--- config.mk ---
export PLATFORM = sky130hd
export DESIGN_NAME = param_fifo_lvl_flat
export DESIGN_NICKNAME = d
export VERILOG_FILES = /design/src/rtl/fifo_pkg.sv /design/src/rtl/param_fifo_lvl_if.sv /design/src/rtl/fifo_fwft_stage.sv /design/src/rtl/param_fifo_lvl.sv /design/src/flat_wrapper.sv
export SDC_FILE = /design/constraint.sdc
export NUM_CORES = 1
export LEC_CHECK = 0
export CORE_MARGIN = 1
export CORE_UTILIZATION = 49
export DETAILED_ROUTE_END_ITERATION = 12
export GPL_TIMING_DRIVEN = 0
export PLACE_DENSITY = 0.66
export SLEW_MARGIN = 20
export SYNTH_ARGS = -nofsm -noshare
export SYNTH_HDL_FRONTEND = slang
export SYNTH_SLANG_ARGS = --single-unit
--- constraint.sdc ---
create_clock -name clk -period 10.17 [get_ports clk]
set_input_delay 1.5255 -clock clk [delete_from_list [all_inputs] [get_ports clk]]
set_output_delay 1.5255 -clock clk [all_outputs]
set_load 0.005 [all_outputs]
--- src/rtl/fifo_pkg.sv ---
// rtl/fifo_pkg.sv - shared FIFO helpers: level width, flag reset values, pointer compares
package fifo_pkg;

    localparam logic EMPTY_RST  = 1'b1;
    localparam logic FULL_RST   = 1'b0;
    localparam logic AEMPTY_RST = 1'b1;
    localparam logic AFULL_RST  = 1'b0;
    localparam logic ERR_RST    = 1'b0;

    // Width of a pointer / level value: one extra wrap bit over the RAM index.
    function automatic int level_width(input int ptr_depth);
        return ptr_depth + 1;
    endfunction

    function automatic logic ptr_empty(input logic [31:0] wp, input logic [31:0] rp);
        return wp == rp;
    endfunction

    // Full when only the wrap bit differs.
    function automatic logic ptr_full(input logic [31:0] wp, input logic [31:0] rp,
                                      input int unsigned depth);
        return (wp ^ rp) == (32'd1 << depth);
    endfunction

endpackage

--- src/rtl/param_fifo_lvl_if.sv ---
// rtl/param_fifo_lvl_if.sv - FIFO request/status bundle
// master: producer/consumer side (drives flush_in, data_in, wr_in, rd_in)
// slave : FIFO side (drives data_out, full/empty/almost flags, level_out, sticky errors)
interface param_fifo_lvl_if #(
    parameter int FIFO_PTR_DEPTH = 4,
    parameter int DATA_SIZE      = 32
);
    logic                    flush_in;
    logic [DATA_SIZE-1:0]    data_in;
    logic                    wr_in;
    logic                    rd_in;
    logic [DATA_SIZE-1:0]    data_out;
    logic                    fifo_full_out;
    logic                    fifo_empty_out;
    logic                    almost_full_out;
    logic                    almost_empty_out;
    logic [FIFO_PTR_DEPTH:0] level_out;
    logic                    overflow_out;
    logic                    underflow_out;

    modport master (
        output flush_in, data_in, wr_in, rd_in,
        input  data_out, fifo_full_out, fifo_empty_out, almost_full_out, almost_empty_out,
        input  level_out, overflow_out, underflow_out
    );

    modport slave (
        input  flush_in, data_in, wr_in, rd_in,
        output data_out, fifo_full_out, fifo_empty_out, almost_full_out, almost_empty_out,
        output level_out, overflow_out, underflow_out
    );
endinterface

--- src/rtl/fifo_fwft_stage.sv ---
// rtl/fifo_fwft_stage.sv - first-word-fall-through output register (head word + valid)
// in : clk, rst, flush, load (take din from RAM), pop (head consumed), din
// out: valid, data (head word), valid_next (next-state valid, for level accounting)
module fifo_fwft_stage #(
    parameter int DATA_SIZE = 32
) (
    input  logic                 clk,
    input  logic                 rst,
    input  logic                 flush,
    input  logic                 load,
    input  logic                 pop,
    input  logic [DATA_SIZE-1:0] din,
    output logic                 valid_next,
    output logic                 valid,
    output logic [DATA_SIZE-1:0] data
);
    logic                 valid_q, valid_d;
    logic [DATA_SIZE-1:0] data_q, data_d;

    // A load in the same cycle as a pop refills the stage with the next word.
    always_comb begin
        valid_d = valid_q;
        data_d  = data_q;
        if (flush) begin
            valid_d = 1'b0;
        end else if (load) begin
            valid_d = 1'b1;
            data_d  = din;
        end else if (pop) begin
            valid_d = 1'b0;
        end
    end

    always_ff @(posedge clk or posedge rst) begin
        if (rst) begin
            valid_q <= 1'b0;
            data_q  <= '0;
        end else begin
            valid_q <= valid_d;
            data_q  <= data_d;
        end
    end

    assign valid_next = valid_d;
    assign valid      = valid_q;
    assign data       = data_q;
endmodule

--- src/rtl/param_fifo_lvl.sv ---
// rtl/param_fifo_lvl.sv - single-clock FIFO with level, almost flags, flush, sticky errors, optional FWFT
// in : clk, rst (async, active high), bus.slave (flush_in, data_in, wr_in, rd_in)
// out: bus.slave (data_out, fifo_full_out, fifo_empty_out, almost_full_out, almost_empty_out,
//      level_out, overflow_out, underflow_out)
module param_fifo_lvl
    import fifo_pkg::*;
#(
    parameter int FIFO_PTR_DEPTH = 4,
    parameter int DATA_SIZE      = 32,
    parameter int FWFT           = 0,
    parameter int AFULL_THRESH   = 12,
    parameter int AEMPTY_THRESH  = 2
) (
    input logic           clk,
    input logic           rst,
    param_fifo_lvl_if.slave bus
);
    localparam int LW    = level_width(FIFO_PTR_DEPTH);
    localparam int DEPTH = 2 ** FIFO_PTR_DEPTH;

    logic [LW-1:0] wr_ptr_q, wr_ptr_d, rd_ptr_q, rd_ptr_d, level_q, level_d;
    logic          ram_empty_q, ram_empty_d, ram_full_q, ram_full_d;
    logic          afull_q, afull_d, aempty_q, aempty_d;
    logic          ovf_q, ovf_d, unf_q, unf_d;
    logic          fifo_empty, wr_acc, rd_acc, ram_rd, out_valid_d;
    int            level_i;

    logic [DATA_SIZE-1:0] mem [DEPTH];
    logic [DATA_SIZE-1:0] ram_rdata;

    assign ram_rdata = mem[rd_ptr_q[FIFO_PTR_DEPTH-1:0]];

    // Acceptance uses registered flags only, so a same-cycle read never unblocks a
    // write on a full FIFO and vice versa.
    assign wr_acc = bus.wr_in & ~ram_full_q;
    assign rd_acc = bus.rd_in & ~fifo_empty;

    always_comb begin
        wr_ptr_d = wr_ptr_q;
        rd_ptr_d = rd_ptr_q;
        if (bus.flush_in) begin
            wr_ptr_d = '0;
            rd_ptr_d = '0;
        end else begin
            if (wr_acc) wr_ptr_d = wr_ptr_q + LW'(1);
            if (ram_rd) rd_ptr_d = rd_ptr_q + LW'(1);
        end
        ram_empty_d = ptr_empty(32'(wr_ptr_d), 32'(rd_ptr_d));
        ram_full_d  = ptr_full(32'(wr_ptr_d), 32'(rd_ptr_d), FIFO_PTR_DEPTH);
        // Modular pointer difference is the RAM count; the FWFT head word adds one.
        level_d     = (wr_ptr_d - rd_ptr_d) + LW'(out_valid_d);
        level_i     = int'(level_d);
        afull_d     = level_i >= AFULL_THRESH;
        aempty_d    = level_i <= AEMPTY_THRESH;
        ovf_d       = ovf_q | (bus.wr_in & ram_full_q);
        unf_d       = unf_q | (bus.rd_in & fifo_empty);
    end

    always_ff @(posedge clk) begin
        if (wr_acc & ~bus.flush_in) mem[wr_ptr_q[FIFO_PTR_DEPTH-1:0]] <= bus.data_in;
    end

    always_ff @(posedge clk or posedge rst) begin
        if (rst) begin
            wr_ptr_q    <= '0;
            rd_ptr_q    <= '0;
            level_q     <= '0;
            ram_empty_q <= EMPTY_RST;
            ram_full_q  <= FULL_RST;
            afull_q     <= AFULL_RST;
            aempty_q    <= AEMPTY_RST;
            ovf_q       <= ERR_RST;
            unf_q       <= ERR_RST;
        end else begin
            wr_ptr_q    <= wr_ptr_d;
            rd_ptr_q    <= rd_ptr_d;
            level_q     <= level_d;
            ram_empty_q <= ram_empty_d;
            ram_full_q  <= ram_full_d;
            afull_q     <= afull_d;
            aempty_q    <= aempty_d;
            ovf_q       <= ovf_d;
            unf_q       <= unf_d;
        end
    end

    generate
        if (FWFT != 0) begin : g_fwft
            logic                 out_valid;
            logic [DATA_SIZE-1:0] out_data;

            // Refill the head register whenever it is empty or being consumed.
            assign ram_rd = (~out_valid | rd_acc) & ~ram_empty_q & ~bus.flush_in;

            fifo_fwft_stage #(.DATA_SIZE(DATA_SIZE)) u_stage (
                .clk        (clk),
                .rst        (rst),
                .flush      (bus.flush_in),
                .load       (ram_rd),
                .pop        (rd_acc),
                .din        (ram_rdata),
                .valid_next (out_valid_d),
                .valid      (out_valid),
                .data       (out_data)
            );

            assign fifo_empty   = ~out_valid;
            assign bus.data_out = out_data;
        end else begin : g_reg
            logic [DATA_SIZE-1:0] data_q, data_d;

            assign ram_rd      = rd_acc & ~bus.flush_in;
            assign fifo_empty  = ram_empty_q;
            assign out_valid_d = 1'b0;

            always_comb begin
                data_d = data_q;
                if (ram_rd) data_d = ram_rdata;
            end

            always_ff @(posedge clk or posedge rst) begin
                if (rst) data_q <= '0;
                else     data_q <= data_d;
            end

            assign bus.data_out = data_q;
        end
    endgenerate

    assign bus.fifo_full_out    = ram_full_q;
    assign bus.fifo_empty_out   = fifo_empty;
    assign bus.almost_full_out  = afull_q;
    assign bus.almost_empty_out = aempty_q;
    assign bus.level_out        = level_q;
    assign bus.overflow_out     = ovf_q;
    assign bus.underflow_out    = unf_q;
endmodule

--- src/flat_wrapper.sv ---
// flat-port wrapper written by rule: the top's interface ports become plain ports
module param_fifo_lvl_flat import fifo_pkg::*;
#(
    parameter int FIFO_PTR_DEPTH = 4,
    parameter int DATA_SIZE      = 32,
    parameter int FWFT           = 0,
    parameter int AFULL_THRESH   = 12,
    parameter int AEMPTY_THRESH  = 2
)
  (clk, rst, bus_flush_in, bus_data_in, bus_wr_in, bus_rd_in, bus_data_out, bus_fifo_full_out, bus_fifo_empty_out, bus_almost_full_out, bus_almost_empty_out, bus_level_out, bus_overflow_out, bus_underflow_out);
  param_fifo_lvl_if #(.FIFO_PTR_DEPTH(FIFO_PTR_DEPTH), .DATA_SIZE(DATA_SIZE)) bus_i ();
  input logic clk;
  input logic rst;
  input wire logic [$bits(bus_i.flush_in)-1:0] bus_flush_in;
  input wire logic [$bits(bus_i.data_in)-1:0] bus_data_in;
  input wire logic [$bits(bus_i.wr_in)-1:0] bus_wr_in;
  input wire logic [$bits(bus_i.rd_in)-1:0] bus_rd_in;
  output wire logic [$bits(bus_i.data_out)-1:0] bus_data_out;
  output wire logic [$bits(bus_i.fifo_full_out)-1:0] bus_fifo_full_out;
  output wire logic [$bits(bus_i.fifo_empty_out)-1:0] bus_fifo_empty_out;
  output wire logic [$bits(bus_i.almost_full_out)-1:0] bus_almost_full_out;
  output wire logic [$bits(bus_i.almost_empty_out)-1:0] bus_almost_empty_out;
  output wire logic [$bits(bus_i.level_out)-1:0] bus_level_out;
  output wire logic [$bits(bus_i.overflow_out)-1:0] bus_overflow_out;
  output wire logic [$bits(bus_i.underflow_out)-1:0] bus_underflow_out;
  assign bus_i.flush_in = bus_flush_in;
  assign bus_i.data_in = bus_data_in;
  assign bus_i.wr_in = bus_wr_in;
  assign bus_i.rd_in = bus_rd_in;
  assign bus_data_out = bus_i.data_out;
  assign bus_fifo_full_out = bus_i.fifo_full_out;
  assign bus_fifo_empty_out = bus_i.fifo_empty_out;
  assign bus_almost_full_out = bus_i.almost_full_out;
  assign bus_almost_empty_out = bus_i.almost_empty_out;
  assign bus_level_out = bus_i.level_out;
  assign bus_overflow_out = bus_i.overflow_out;
  assign bus_underflow_out = bus_i.underflow_out;
  param_fifo_lvl #(.FIFO_PTR_DEPTH(FIFO_PTR_DEPTH), .DATA_SIZE(DATA_SIZE), .FWFT(FWFT), .AFULL_THRESH(AFULL_THRESH), .AEMPTY_THRESH(AEMPTY_THRESH)) u_core (.clk(clk), .rst(rst), .bus(bus_i));
endmodule
==> summary.txt, run 1 <==
Yosys
  – Multiplexer share of the synthesized area: 0.1336
  – Synth area leaders: edfxtp_1 71%, mux4_2 13%, dfrtp_1 5.9%
  – Simple-gate portion of the synthesized area: 0.02080
  – Compound-gate portion of the synthesized area: 0.04899
  – Post-synth top flop: edfxtp_1
  – Largest family of logic cells by synthesized area: multiplexers
  – Synth Area in XOR/XNOR: 0.003235
  – Ys async rst share: 0.09381
  – Synthesized area: 21660 µm²
  – Synthesized instance count: 984
  – Adder-cell share of the synthesized area: 0.006124
  – Number of synthesized flops with an enable pin: 512
  – Net count after synthesis: 1031
  – Area leader, netlist: edfxtp_1
  – Top cell type's share of synthesized area: 0.7099
  – Synth Register Bits: 565
  – Synth Warn #: 0
  – Yosys cell types: 47
  – Synth Area per Inst: 22.01 µm²
  – Register area share after synthesis: 0.7712

Critical path
  – Crit path kind: primary input to flip-flop
  – Worst EP arrival: 4.26 ns
  – Crit start category: primary input
  – Worst R2R Start: u_core.rd_ptr_q[1]
  – Slowest stage cell, crit path: nor3_2
  – Buf+Inv Stages, Crit Path: 4
  – Reg2reg end: u_core.bus.almost_full_out
  – Largest stage delay on the critical path: 0.60 ns
  – Reg2Reg Depth: 11
  – Crit path max fanout: 7
  – Worst path cell trace: clkdlybuf4s50_1 > nor2b_1 > nor2b_1 > nand2_1 > nor3_2 > buf_6 > buf_4 > buf_4
  – CP top delay family: simple AND/OR/NAND/NOR gates
  – R2R Setup Slk: 6.75 ns
  – Worst Setup End Kind: flip-flop
  – CP Launch Point: bus_wr_in
  – Worst EP required: 10.48 ns

STA
  – Setup_tns: 0 ns
  – Final hold violations: 0
  – Period Utilization, post-route: 0.3891
  – Actual slew at the worst max-slew pin: 1.107 ns
  – Final setup vio count: 0
  – Rel. slew slack: 0.2618
  – Clock period minus worst slack: 3.957 ns
  – Fin Clk Skew: 0.01583 ns
  – Max Freq: 252.7 MHz
  – RSZ-0062 raised after global routing: false
  – Slew Viols, Final: 0

Final layout
  – Fin util: 0.5919
  – Nets@finish: 1204
  – Area Overhead vs Synth: 18.50%
  – Fillcell total: 3122
  – Design area: 25670 µm²
  – Share of cells above drive strength 1: 0.2751
  – N_diodes: 0

CTS
  – H-tree level count: 2
  – CTS tree: yes
  – Post-CTS Hold Fix Bufs: 0
  – TritonCTS buffer count: 54
  – Clock sinks: 565
  – Max clock buf depth: 3
  – Post CTS Setup Buffer Count: 0
  – Worst skew pair latency: 0.61 ns
  – Clock-pin slew on the worst setup and hold paths: 0.06 ns
  – Clock Tree Root: clkbuf_16
  – Cts repair resizes: 0

Global routing
  – Global-route wire length before repair: 70980 µm
  – Grt ovf: 0
  – Total track usage: 0.2214
  – Largest net degree at the start of global routing: 30
  – Vias in the first global route: 10834
  – Initial antenna violation count: 1

Detailed routing
  – Vias: 10537
  – Post-DRT Antenna Nets: 0
  – DR WL/cell: 26.64 µm
  – DRC: 0
  – Via density: 5.893
  – Initial DRC count: 1197
  – TritonRoute pass-1 iters: 5
  – Final wirelength: 47630 µm

Power
  – PwrDens: 212.5 nW/µm²
  – Maximum vdd drop: 0.1831 mV
  – P_leak: 0.008283 µW

Run
  – Max cap viols: 0

Floorplan
  – Row cnt: 76
  – Die W: 212.2 µm
  – Initial core utilization: 0.4995
  – Core area: 43360 µm²
  – I/O pin cnt: 80
  – Die Ht: 212.2 µm
  – Die ar.: 45050 µm²

Placed design
  – Post-DP HPWL: 30830 µm
  – GPL Wtd Cong: 0.7359
  – Placed inst area: 23920 µm²
  – Number of port buffers: 78

Outcome
  – Status: finished, final reports clean

Hold path
  – Hold Path Class: flip-flop to flip-flop
  – HP Start: u_core.bus.overflow_out
  – Hold Crit Endpoint: u_core.bus.overflow_out
  – Hold Crit Depth: 1
## cells in the mapped netlist (2+ instances only)
cell	n
nor4_1	2
nand4_1	3
mux4_2	128
dfrtp_1	51
nor2b_1	6
o211ai_1	2
ha_1	9
buf_6	8
a221oi_2	31
or2_2	5
a21o_1	3
dfstp_2	2
a21oi_1	6
a22o_1	32
nor4b_2	2
xnor2_1	4
o21ai_1	32
edfxtp_1	512
nor2_1	19
nand2_1	37
buf_2	13
buf_4	5
buf_1	10
nand2b_1	3
o21a_1	2
clkbuf_1	18
xor2_1	4
inv_1	12
nor3_1	5
## registers in the layout, summed over array words and instances, names as in the netlist
name and flops:
u_core.bus.almost_empty_out 1, u_core.bus.almost_full_out 1, u_core.bus.data_out 32, u_core.bus.fifo_empty_out 1
u_core.bus.fifo_full_out 1, u_core.bus.level_out 5, u_core.bus.overflow_out 1, u_core.bus.underflow_out 1
u_core.mem 512, u_core.rd_ptr_q 5, u_core.wr_ptr_q 5
## worst reg2reg max path, cell delays in order, from the launching register on
cell and delay [ns]:
dfrtp_1 0.56, buf_2 0.32, buf_4 0.28, buf_2 0.38, nand4_1 0.17, xor2_1 0.16, or2_2 0.30, ha_1 0.35
o21a_1 0.12, nor2_1 0.18, nor4b_2 0.38, a211o_1 0.16
## placed cells by master (no fill, tap or decap), types with 12 or more instances in the layout
cell and instances:
clkbuf_16 57, buf_2 13, a221oi_2 31, clkbuf_1 39
o21ai_1 32, dfrtp_1 51, edfxtp_1 512, clkdlybuf4s50_1 78
mux4_2 128, buf_4 22, buf_16 12, nand2_1 37
a22o_1 32, nor2_4 12
## how the worst max path moves through the flow
stage / to / slack, ns / cells after the start
3_3_place_gp: u_core.mem[2][26] / 1.68 / 5
6_report: u_core.mem[2][24] / 6.21 / 8
2_1_floorplan: u_core.mem[0][0] / 5.32 / 4
5_1_grt: u_core.mem[2][26] / 6.00 / 8
4_1_cts: u_core.mem[2][24] / 6.23 / 8
3_5_place_dp: u_core.mem[2][26] / 5.62 / 8
## cells by family (layout without fill, tap and decap cells)
| group | count (synthesis) | after routing |
|---|---|---|
| XOR/XNOR | 8 | 8 |
| AND/OR/NAND/NOR | 89 | 89 |
| multiplexers | 129 | 129 |
| adder cells (fa/ha/maj) | 10 | 10 |
| flip-flops | 565 | 565 |
| AO/OA/AOI/OAI | 116 | 116 |
| buffers and inverters | 67 | 286 |
## metal layers
layer	share of wire	GRT usage	vias up
li1	-	-	4474
met1	0.43	0.3189	5565
met2	0.47	0.3402	419
met3	0.075	0.04786	77
met4	0.026	0.07145	2
met5	0.00036	0	-
## area by class of cell
cell class | count | area (µm²) | area share
Sequential cell | 565 | 16700 | 0.6508
Buffer | 55 | 302.8 | 0.01180
Clock buffer | 83 | 1568 | 0.06108
Timing Repair Buffer | 117 | 1413 | 0.05504
Tap cell | 585 | 732.0 | 0.02852
Inverter | 12 | 47.55 | 0.001852
Clock inverter | 19 | 182.7 | 0.007117
Multi-Input combinational cell | 352 | 4717 | 0.1838
## through the flow
| stage | hold slack [ns] | setup slack (ns) | cells | total power, µW |
|---|---|---|---|---|
| 5_1_grt | 0.4907 | 6.002 | 1788 | 5654 |
| 3_3_place_gp | 0.4417 | 1.684 | 1647 | 3524 |
| 2_1_floorplan | 0.4510 | 5.323 | 984 | 3194 |
| 6_report | 0.4645 | 6.213 | 1788 | 5455 |
| 4_1_cts | 0.4663 | 6.227 | 1788 | 5502 |
| 3_5_place_dp | 0.4552 | 5.616 | 1686 | 3539 |
## power breakdown
| group | total [µW] | leakage, µW | switching [µW] | internal (µW) |
|---|---|---|---|---|
| registers | 2680 | 0.00528 | 50.1 | 2630 |
| logic | 799 | 0.00215 | 366 | 433 |
| clock network | 1970 | 0.000852 | 835 | 1140 |
(Power assumes the default switching activity.)
==> inputs of run 2 (changes only) <==
Settings changed: PLACE_DENSITY 0.66 to 0.69.
Clock period 10.17 ns to 3.3 ns, I/O delays scaled along.
==> run 2 against run 1 <==
  * Core utilization grew 0.17 points
  * Sequential power grew to 3.1 times the previous value
  * Register-to-register slack got worse by 6.6 ns
  * Wire length increased by 3.4%
  * Die area did not move
  * Clock power increased to 3.2 times the previous value
  * Clock skew decreased by 0.0025 ns
  * Critical endpoint is now u_core.bus.almost_full_out
  * Via count is 0.22% higher
  * Non-clock buffer count down 4
  * Flip-flop and latch count unchanged
  * Largest cell class unchanged
==> summary.txt, run 2 (synthesis results as in run 1) <==
Outcome
  – Status: finished, final reports clean

Detailed routing
  – TritonRoute pass-1 iters: 5 (unchanged)
  – Initial DRC count: 1022 (-15%)
  – Post-DRT Antenna Nets: 0 (unchanged)
  – Via density: 5.919 (+0.44%)
  – DR WL/cell: 27.60 µm (+3.6%)
  – Final wirelength: 49240 µm (+3.4%)
  – Vias: 10560 (+0.22%)
  – DRC: 0 (unchanged)

Hold path
  – Hold Path Class: primary input to asynchronous set/reset pin

CTS
  – Max clock buf depth: 3 (unchanged)
  – Clock Tree Root: clkbuf_16
  – Clock sinks: 565 (unchanged)
  – CTS tree: yes
  – Post-CTS Hold Fix Bufs: 0 (unchanged)
  – TritonCTS buffer count: 55 (+1.9%)
  – Worst skew pair latency: 0.60 ns (about the same)
  – Clock-pin slew on the worst setup and hold paths: 0.06 ns (about the same)
  – H-tree level count: 2 (unchanged)
  – Cts repair resizes: 0 (unchanged)
  – Post CTS Setup Buffer Count: 0 (unchanged)

Placed design
  – Placed inst area: 23910 µm² (about the same)
  – GPL Wtd Cong: 0.7558 (+2.7%)
  – Number of port buffers: 78 (unchanged)
  – Post-DP HPWL: 31190 µm (+1.2%)

Global routing
  – Total track usage: 0.2276 (+0.006210)
  – Largest net degree at the start of global routing: 31 (+3.3%)
  – Initial antenna violation count: 2 (+1)
  – Global-route wire length before repair: 72590 µm (+2.3%)
  – Grt ovf: 0 (unchanged)
  – Vias in the first global route: 11003 (+1.6%)

STA
  – RSZ-0062 raised after global routing: false
  – Clock period minus worst slack: 3.113 ns
  – Actual slew at the worst max-slew pin: 1.142 ns (+0.03426 ns)
  – Final hold violations: 0 (unchanged)
  – Max Freq: 321.3 MHz
  – Final setup vio count: 0 (unchanged)
  – Setup_tns: 0 ns (unchanged)
  – Period Utilization, post-route: 0.9432
  – Slew Viols, Final: 0 (unchanged)
  – Rel. slew slack: 0.2390 (-0.02284)
  – Fin Clk Skew: 0.01337 ns (-0.002455 ns)

Critical path
  – CP top delay family: simple AND/OR/NAND/NOR gates
  – Worst EP arrival: 3.64 ns (-0.62 ns)
  – Worst EP required: 3.83 ns (-6.65 ns)
  – Buf+Inv Stages, Crit Path: 2 (-2)
  – Worst Setup End Kind: flip-flop
  – Crit path max fanout: 19 (+12)
  – Slowest stage cell, crit path: dfrtp_1
  – Worst path cell trace: buf_2 > buf_4 > nand4_1 > xor2_1 > or2_2 > ha_1 > o21a_1 > nor2_1 > nor4b_2 > a211o_1
  – Crit path kind: flip-flop to flip-flop
  – Crit start category: flip-flop
  – Largest stage delay on the critical path: 0.54 ns (-0.06 ns)

Floorplan
  – Row cnt: 76 (unchanged)
  – Die ar.: 45050 µm² (unchanged)
  – Die W: 212.2 µm (unchanged)
  – Core area: 43360 µm² (unchanged)
  – Initial core utilization: 0.4995 (unchanged)
  – Die Ht: 212.2 µm (unchanged)
  – I/O pin cnt: 80 (unchanged)

Run
  – Max cap viols: 0 (unchanged)

Final layout
  – Fin util: 0.5936 (+0.001674)
  – Design area: 25740 µm² (+0.28%)
  – Commonest non-fill, non-tap cell in the layout: edfxtp_1
  – Share of cells above drive strength 1: 0.2794 (+0.004254)
  – N_diodes: 0 (unchanged)
  – Largest register FFs: 512 (unchanged)
  – Nets@finish: 1201 (-0.25%)
  – Most frequent cells in the layout: 512 x edfxtp_1, 128 x mux4_2, 78 x clkdlybuf4s50_1, 57 x clkbuf_16, 51 x dfrtp_1
  – Area Overhead vs Synth: 18.84%

Power
  – PwrDens: 664.7 nW/µm² (+210%)
  – P_leak: 0.008311 µW (+0.34%)
  – Total power: 17110 µW (+210%)
  – Maximum vdd drop: 0.4802 mV (+160%)
-- run 2: metal layers --
layer / up-vias / global-route usage / routed length (µm)
li1: 4468 / - / -
met1: 5601 / 0.3228 / 20880
met2: 397 / 0.3565 / 23530
met3: 90 / 0.05052 / 3486
met4: 4 / 0.06847 / 1315
met5: - / 0 / 23
-- run 2: final cells by class --
class	instances	area (µm²)
Buffer	54	299.0
Clock buffer	76	1558
Clock inverter	26	276.5
Fill cell	3168	17620
Inverter	12	47.55
Multi-Input combinational cell	352	4723
Sequential cell	565	16700
Tap cell	585	732.0
Timing Repair Buffer	114	1399
-- run 2: final timing paths --
path / from / depth (start not counted) / end / slack (ns)
setup / recovery: u_core.rd_ptr_q[1] / 10 / u_core.bus.almost_full_out / 0.19
hold / removal: rst / 2 / u_core.bus.overflow_out / 0.27
setup reg to reg: u_core.rd_ptr_q[1] / 10 / u_core.bus.almost_full_out / 0.19
hold reg to reg: u_core.bus.overflow_out / 1 / u_core.bus.overflow_out / 0.46
max in group asynchronous: rst / 3 / u_core.bus.data_out[20] / 2.51
min in group clk: bus_flush_in / 3 / u_core.wr_ptr_q[0] / 0.35
-- run 2: report_power, final --
part,internal [µW],total (µW),switching [µW],leakage (µW)
Combinational,1340,2490,1150,0.00213
Clock,3750,6370,2610,0.000902
Sequential,8110,8250,145,0.00528
Total,13200,17100,3910,0.00831
-- run 2: metrics by stage --
stage	instances	setup slack [ns]	hold slack [ns]
detailed placement	1683	-0.3039	0.4471
floorplan	984	-0.5162	0.4510
finish	1784	0.1873	0.2667
global placement	1647	-4.258	0.4386
CTS	1784	0.2069	0.2552
global route	1784	0.01896	0.2892
